$ cat config.mk
export PLATFORM = sky130hd
export DESIGN_NAME = enc_message_buffer
export DESIGN_NICKNAME = d
export VERILOG_FILES = /design/src/rtl/enc_message_buffer_pkg.sv /design/src/rtl/enc_window_extract.sv /design/src/rtl/enc_message_buffer.sv
export SDC_FILE = /design/constraint.sdc
export NUM_CORES = 2
export LEC_CHECK = 0
export CAP_MARGIN = 5
export CELL_PAD_IN_SITES_DETAIL_PLACEMENT = 2
export CELL_PAD_IN_SITES_GLOBAL_PLACEMENT = 2
export CORE_MARGIN = 8
export CORE_UTILIZATION = 44
export CTS_BUF_LIST = sky130_fd_sc_hd__clkbuf_8
export CTS_CLUSTER_DIAMETER = 120
export DETAILED_ROUTE_END_ITERATION = 10
export PLACE_DENSITY = 0.95
export RECOVER_POWER = 25
export REMOVE_ABC_BUFFERS = 1
export SYNTH_ARGS = -nofsm -noshare
export SYNTH_HDL_FRONTEND = slang
export SYNTH_SLANG_ARGS = --single-unit
$ cat constraint.sdc
create_clock -name clk -period 3.1 [get_ports clk]
set_input_delay 0.62 -clock clk [delete_from_list [all_inputs] [get_ports clk]]
set_output_delay 0.62 -clock clk [all_outputs]
set_load 0.02 [all_outputs]
$ cat src/rtl/enc_message_buffer_pkg.sv
// Shared encoder constants and symbol type for the message buffer slice.
// Also provides the window-overflow test used by the top level.
package enc_message_buffer_pkg;

  localparam int RSC_SYM_WID     = 8;
  localparam int ENC_SYM         = 16;
  localparam int ENC_MES_BUF_DEP = 32;

  localparam int REQ_W  = $clog2(ENC_SYM + 1);
  localparam int OFF_W  = $clog2(ENC_MES_BUF_DEP + 1);
  // One bit beyond the nominal range so an out-of-range offset input can never alias back into the buffer
  localparam int IDX_W  = $clog2(ENC_MES_BUF_DEP + ENC_SYM + 1) + 1;
  localparam int BUF_AW = $clog2(ENC_MES_BUF_DEP);

  typedef logic [RSC_SYM_WID-1:0] RSC_SYM;

  function automatic logic win_overflow(input logic [OFF_W-1:0] off,
                                        input logic [REQ_W-1:0] req);
    logic [IDX_W-1:0] win_end;
    win_end = IDX_W'(off) + IDX_W'(ENC_SYM);
    return (req != '0) && (win_end > IDX_W'(ENC_MES_BUF_DEP));
  endfunction

endpackage

$ cat src/rtl/enc_window_extract.sv
// Extracts an ENC_SYM-symbol window from the message buffer at a given offset.
// Lanes past the request count or past the buffer end read as zero.
module enc_window_extract
  import enc_message_buffer_pkg::*;
(
  input  RSC_SYM [ENC_MES_BUF_DEP-1:0]       buf_data,
  input  logic   [OFF_W-1:0]                 offset,
  input  logic   [REQ_W-1:0]                 request,
  output logic   [ENC_SYM*RSC_SYM_WID-1:0]   win
);

  for (genvar k = 0; k < ENC_SYM; k++) begin : g_lane
    logic [IDX_W-1:0] idx;
    logic             lane_en;

    // Lane 0 maps to the oldest symbol of the window
    assign idx     = IDX_W'(offset) + IDX_W'(ENC_SYM - 1 - k);
    assign lane_en = (REQ_W'(k) < request) && (idx < IDX_W'(ENC_MES_BUF_DEP));
    assign win[k*RSC_SYM_WID +: RSC_SYM_WID] = lane_en ? buf_data[idx[BUF_AW-1:0]] : '0;
  end

endmodule

$ cat src/rtl/enc_message_buffer.sv
// Sliding-window message buffer feeding the parity processor and output selector.
// Holds the symbol shift register, registered read windows and sticky error flags.
module enc_message_buffer
  import enc_message_buffer_pkg::*;
(
  input  logic                             clk,
  input  logic                             rst_n,
  input  logic                             in_valid,
  input  logic [ENC_SYM*RSC_SYM_WID-1:0]   in_data,
  output logic                             in_ready,
  input  logic                             con_stall,
  input  logic [REQ_W-1:0]                 pro_request,
  input  logic [OFF_W-1:0]                 pro_offset,
  input  logic [REQ_W-1:0]                 mes_request,
  input  logic [OFF_W-1:0]                 mes_offset,
  output logic [ENC_SYM*RSC_SYM_WID-1:0]   pro_data,
  output logic                             pro_valid,
  output logic [ENC_SYM*RSC_SYM_WID-1:0]   mes_data,
  output logic                             mes_valid,
  output logic                             ovf_err,
  output logic                             udr_err
);

  RSC_SYM [ENC_MES_BUF_DEP-1:0]       mes_buf;
  logic   [ENC_SYM*RSC_SYM_WID-1:0]   pro_win;
  logic   [ENC_SYM*RSC_SYM_WID-1:0]   mes_win;

  assign in_ready = !con_stall;

  enc_window_extract u_pro_win (
    .buf_data (mes_buf),
    .offset   (pro_offset),
    .request  (pro_request),
    .win      (pro_win)
  );

  enc_window_extract u_mes_win (
    .buf_data (mes_buf),
    .offset   (mes_offset),
    .request  (mes_request),
    .win      (mes_win)
  );

  // Windows are taken from the pre-shift buffer, so a beat shows up one cycle after it is accepted
  always_ff @(posedge clk or negedge rst_n) begin
    if (!rst_n) begin
      mes_buf   <= '0;
      pro_data  <= '0;
      mes_data  <= '0;
      pro_valid <= 1'b0;
      mes_valid <= 1'b0;
      ovf_err   <= 1'b0;
      udr_err   <= 1'b0;
    end else begin
      if (in_ready) begin
        for (int i = ENC_SYM; i < ENC_MES_BUF_DEP; i++) begin
          mes_buf[i] <= mes_buf[i-ENC_SYM];
        end
        for (int k = 0; k < ENC_SYM; k++) begin
          mes_buf[ENC_SYM-1-k] <= in_valid ? in_data[k*RSC_SYM_WID +: RSC_SYM_WID] : '0;
        end
        if (!in_valid) udr_err <= 1'b1;
      end
      pro_data  <= pro_win;
      mes_data  <= mes_win;
      pro_valid <= (pro_request != '0);
      mes_valid <= (mes_request != '0);
      if (win_overflow(pro_offset, pro_request) || win_overflow(mes_offset, mes_request))
        ovf_err <= 1'b1;
    end
  end

endmodule

==> results of run 1 <==
[kinds of logic after synthesis]
family,Yosys count,share of synthesized area (%)
mux,1312,46.8
simple gates,1041,9.35
compound gates,683,8.91
buf+inv,606,5.67
flops,516,27.1
xor+xnor,61,1.37
fa+ha+maj,32,0.841
[metal layers]
layer / GRT overflow / track usage, %
met2: 127 / 89.4
met1: 19 / 78.7
met5: 1 / 59.7
met4: 139 / 76.0
met3: 26 / 73.9
[through the flow]
stage | util (%) | std cells | setup slack [ns] | hold slack, ns
CTS | 54.2 | 6220 | 0.0741 | 0.336
detailed placement | 52.2 | 6045 | -0.368 | 0.487
global placement | 52.2 | 6045 | -0.0425 | 0.466
floorplan | - | 3770 | -2.64 | 0.324
[what timing repair did]
item	4_1_cts
endpoints found under the hold margin	51
buffers inserted	0
hold buffers	1
==> run summary, run 1 <==
RUN STATUS
------------------------------------------------------------------------
Run status                                                  aborted with a tool error
Failing step                                                     5_1_grt
First Err                                                   [ERROR GRT-0232] Routing congestion too high. Check the congestion heatmap in the GUI.

PLACE
------------------------------------------------------------------------
RePlAce Congestion                                                  1.17
# port buffers                                                       414
Post-DP HPWL                                                223000 microns
Placed inst area                                             56000 sq um

SYNTH
------------------------------------------------------------------------
Most frequent cells after synthesis                         sky130_fd_sc_hd__mux4_2 (687), sky130_fd_sc_hd__nand2_1 (585), sky130_fd_sc_hd__dfrtp_1 (516)
Instance count of the mapped netlist                                4251
Leading register cell type out of synthesis                 sky130_fd_sc_hd__dfrtp_1
Mapped Area                                                  47600 sq um
Post-synthesis sequential area ratio                               27.1%
Cell taking the most area after synthesis                   sky130_fd_sc_hd__mux4_2
Area contributors post-synth                                sky130_fd_sc_hd__mux4_2 (32%), sky130_fd_sc_hd__dfrtp_1 (27%), sky130_fd_sc_hd__mux2_2 (10%)
Number of unique standard cell types used by synthesis                71
Async SR Flop Fraction                                              100%
Seq cells post-synth                                                 516
Avg Synthesized Cell Area                                     11.2 sq um
Synth warn                                                             0
Share of the synthesized area in the top cell type                 32.5%
EDFF count, synth                                                      0
Count leader, synth                                         sky130_fd_sc_hd__mux4_2

DIE
------------------------------------------------------------------------
Number of top-level pins                                             415
Chip height                                                  345 microns
Effective utilization at floorplan                                 44.4%
X dimension of the die                                       345 microns
Placement row count                                                  120

CLOCKING
------------------------------------------------------------------------
Clock sinks                                                          516
Library cell used as clock root buffer                      sky130_fd_sc_hd__clkbuf_8
Worst-case clock buffer depth                                          3
CTS H-tree depth                                                       3
Number of gates resized after CTS                                      0
Number of CTS-inserted buffers                                        97

TIMING
------------------------------------------------------------------------
Category of the worst endpoint                              register input
Worst endpoint left by the global-route repair_timing run   mes_data[94]$_DFF_PN0_/D

GLOBAL ROUTE
------------------------------------------------------------------------
Initial antenna violation count                                      137
Overflow left after global routing                                   312
GRT Overall Usage                                                  79.8%
Pin count of the biggest net entering global routing                 105

==> run 2, diff against run 1 <==
- CELL_PAD_IN_SITES_DETAIL_PLACEMENT: 2 -> default
- CELL_PAD_IN_SITES_GLOBAL_PLACEMENT: 2 -> default
- CORE_UTILIZATION: 44 -> 40
- CTS_BUF_LIST: sky130_fd_sc_hd__clkbuf_8 -> default
- CTS_CLUSTER_DIAMETER: 120 -> default
- PLACE_DENSITY: 0.95 -> default
- PLACE_DENSITY_LB_ADDON: default -> 0.15
==> run 2 against run 1 <==
- the flow now finishes, with violations (max-capacitance violations, max-slew violations)
- area after synthesis stayed put
- synthesized cell count is the same
==> run summary, run 2 <==
SYNTH
-----------------------------------------------------------------------------------------------
Most frequent cells after synthesis                                                sky130_fd_sc_hd__mux4_2 (687), sky130_fd_sc_hd__nand2_1 (585), sky130_fd_sc_hd__dfrtp_1 (516)
XOR/XNOR share of the synthesized area                                                    1.37%
Area contributors post-synth                                                       sky130_fd_sc_hd__mux4_2 (32%), sky130_fd_sc_hd__dfrtp_1 (27%), sky130_fd_sc_hd__mux2_2 (10%)
Mapped Area                                                                         47600 sq um
Count leader, synth                                                                sky130_fd_sc_hd__mux4_2
Avg Synthesized Cell Area                                                            11.2 sq um
Synth warn                                                                                    0
Cell taking the most area after synthesis                                          sky130_fd_sc_hd__mux4_2
Number of unique standard cell types used by synthesis                                       71
Dominant combinational cell family by area after synthesis                         multiplexers
Post-synthesis sequential area ratio                                                      27.1%
Compound-cell area share of the yosys netlist                                             8.91%
Mux contribution to synthesized area                                                      46.8%
Async SR Flop Fraction                                                                     100%
EDFF count, synth                                                                             0
Instance count of the mapped netlist                                                       4251
Seq cells post-synth                                                                        516
Leading register cell type out of synthesis                                        sky130_fd_sc_hd__dfrtp_1
Adder-cell area share of the yosys netlist                                               0.841%
Simple-gate area share of the yosys netlist                                               9.35%
Share of the synthesized area in the top cell type                                        32.5%

PLACE
-----------------------------------------------------------------------------------------------
RePlAce Congestion                                                                         1.05
Post-DP HPWL                                                                       180000 microns
# port buffers                                                                              414
Placed inst area                                                                    57000 sq um

ROUTE
-----------------------------------------------------------------------------------------------
Aggregate routed wire length                                                       238000 microns
Number of design-rule violations left by the first detailed-router iteration               6365
Routed WL per cell                                                                 37.0 microns
Length of the first detailed-routing pass in iterations                                       6
Residual DRC                                                                                  0
Remaining antenna violation count                                                             0
Vias                                                                                      43900
Via/cell ratio                                                                             6.84

WORST SETUP PATH
-----------------------------------------------------------------------------------------------
CP Data Required Time                                                                   3.58 ns
Crit Path Category                                                                       in2reg
Startpoint Class                                                                      input pin
Arrival time at the worst endpoint                                                      3.34 ns
Critical path peak fanout                                                                     5
Crit end category                                                                     flip-flop

CLOCKING
-----------------------------------------------------------------------------------------------
Clock input transition at the sequential cells of the worst setup and hold paths        0.06 ns
Library cell used as clock root buffer                                             sky130_fd_sc_hd__clkbuf_16
Insertion delay of the later-clocked pin in the worst-skew pair                         0.69 ns
CTS H-tree depth                                                                              2
Clock sinks                                                                                 516
Clock tree from TritonCTS                                                                   yes
Number of CTS-inserted buffers                                                               61
Setup repair bufs after CTS                                                                   0
Worst-case clock buffer depth                                                                 3

CELLS AND AREA
-----------------------------------------------------------------------------------------------
Top register by number of flip-flops                                                    mes_buf
Registers with the most flip-flops                                                 mes_buf: 256 flops, mes_data: 128 flops, pro_data: 128 flops
Layout cell share with drive strength beyond 1                                            37.5%
Final Core Density                                                                        50.0%
Final standard cell area without fillers                                            59000 sq um
Leading cell type in the layout, fill and taps excluded                            sky130_fd_sc_hd__mux4_2
Commonest non-fill, non-tap cells in the layout                                    sky130_fd_sc_hd__mux4_2 (687), sky130_fd_sc_hd__nand2_1 (585), sky130_fd_sc_hd__dfrtp_1 (516)
Largest register FFs                                                                        256
Synth-to-Final Area Change                                                                24.0%
Fin nets                                                                                   4991

RUN
-----------------------------------------------------------------------------------------------
Max-capacitance violation count                                                               5

TIMING
-----------------------------------------------------------------------------------------------
Worst setup skew after layout                                                         0.0382 ns
Max Clock Freq                                                                          350 MHz
Rel. slew slack                                                                          -49.1%
Final TNS setup                                                                            0 ns
Hold violation total from the final report                                                    0
Setup repair after global routing missed its margin                                       false
Final Setup Violations                                                                        0
Minimum clock period                                                                    2.86 ns
Max-slew violation count                                                                    491
Hold WS                                                                                0.453 ns
Final clock period utilization by the worst path                                          92.2%
Slew @ Worst Pin                                                                        2.24 ns

GLOBAL ROUTE
-----------------------------------------------------------------------------------------------
GRT Overall Usage                                                                         35.1%
Overflow left after global routing                                                            0
Wire length of the first global-routing pass                                       330000 microns
Via count of the first global-routing pass                                                41600
Initial antenna violation count                                                              22
Pin count of the biggest net entering global routing                                        170

DIE
-----------------------------------------------------------------------------------------------
Die Outline Area                                                                   130000 sq um
Chip height                                                                         361 microns
Floorplan Core Area                                                                118000 sq um
X dimension of the die                                                              361 microns
Effective utilization at floorplan                                                        40.3%
Number of top-level pins                                                                    415
Placement row count                                                                         126

RUN STATUS
-----------------------------------------------------------------------------------------------
Failing checks                                                                     max-capacitance violations, max-slew violations
Run status                                                                         complete, but fails checks

POWER AND IR DROP
-----------------------------------------------------------------------------------------------
Peak supply drop                                                                       0.402 mV
Leakage dissipation                                                                   0.0239 uW
Pwr/cell area                                                                       487 nW/um^2

HOLD PATH
-----------------------------------------------------------------------------------------------
Worst hold path type                                                                     in2reg

==> run 2: cell counts after synthesis <==
No cell type changed its count.
==> run 2: cell families (layout without fill, tap and decap cells) <==
| logic type | count (synthesis) | count (layout) |
|---|---|---|
| and+or+nand+nor | 1041 | 1041 |
| buffers and inverters | 606 | 1203 |
| other | 0 | 31 |
| xor gates and xnor gates | 61 | 61 |
| AOI/OAI and AO/OA | 683 | 683 |
| adders and majority gates | 32 | 32 |
| muxes | 1312 | 1312 |
| DFF | 516 | 516 |
==> run 2: report_power, final <==
group          internal (uW)  switching [uW]
logic                   5810            6530
registers               7400            1380
clock network           4400            3210
==> run 2: worst paths after layout <==
| path | start | to | slack, ns | cells after the start |
|---|---|---|---|---|
| max in group asynchronous | rst_n | mes_data[81]$_DFF_PN0_ | 0.59 | 3 |
| worst min register to register | udr_err$_DFFE_PN0P_ | udr_err$_DFFE_PN0P_ | 0.48 | 1 |
| worst min-delay path | mes_offset[3] | mes_data[59]$_DFF_PN0_ | 0.45 | 4 |
| min in group asynchronous | rst_n | mes_buf[238]$_DFFE_PN0N_ | 1.17 | 2 |
| worst max register to register | mes_buf[16]$_DFFE_PN0N_ | pro_data[0]$_DFF_PN0_ | 0.59 | 4 |
| worst max-delay path | pro_offset[1] | pro_data[0]$_DFF_PN0_ | 0.24 | 10 |
==> run 2: worst max-delay path, stage by stage <==
cell and delay (ns):
sky130_fd_sc_hd__clkbuf_8 0.13, sky130_fd_sc_hd__inv_1 0.34, sky130_fd_sc_hd__buf_4 0.19, sky130_fd_sc_hd__ha_1 0.26
sky130_fd_sc_hd__a21bo_2 0.30, sky130_fd_sc_hd__a21oi_1 0.20, sky130_fd_sc_hd__and2_1 0.15, sky130_fd_sc_hd__o21ai_1 0.08
sky130_fd_sc_hd__buf_4 0.20, sky130_fd_sc_hd__a2111oi_0 0.86
==> run 2: area by class of cell <==
| cell class | count | area (sq um) |
|---|---|---|
| antenna | 31 | 77.6 |
| clock inverter | 23 | 332 |
| multi-input combinational | 3129 | 32200 |
| fill | 10700 | 59000 |
| sequential | 516 | 12900 |
| clock buffer | 83 | 1700 |
| tap | 1536 | 1920 |
| inverter | 125 | 469 |
| timing repair buffer | 972 | 9390 |
==> run 2: repair_timing <==
action | 4_1_cts | 5_1_grt
hold buffers | 1 | 0
gates resized for setup | 0 | 0
hold endpoints to repair | 45 | 0
==> run 2: metal layers <==
metal  share of wire (%)  vias to the layer above  global-route usage, %
met4                 6.3                       24                   18.0
met5               0.069                        -                      0
met3                  14                      639                   14.0
li1                    -                    17500                      -
met2                  42                     3368                   49.8
met1                  38                    22300                   46.2
==> run 2: stage by stage <==
| step | worst slack (ns) | instances | total power [uW] |
|---|---|---|---|
| floorplan | -2.64 | 3770 | 14700 |
| global placement | -0.406 | 6277 | 20800 |
| detailed placement | -0.369 | 6277 | 20800 |
| finish | 0.242 | 6415 | 28700 |
| global route | 0.130 | 6387 | 29600 |
| CTS | 0.366 | 6384 | 28500 |
No activity file was read; power rests on OpenSTA's default activity.
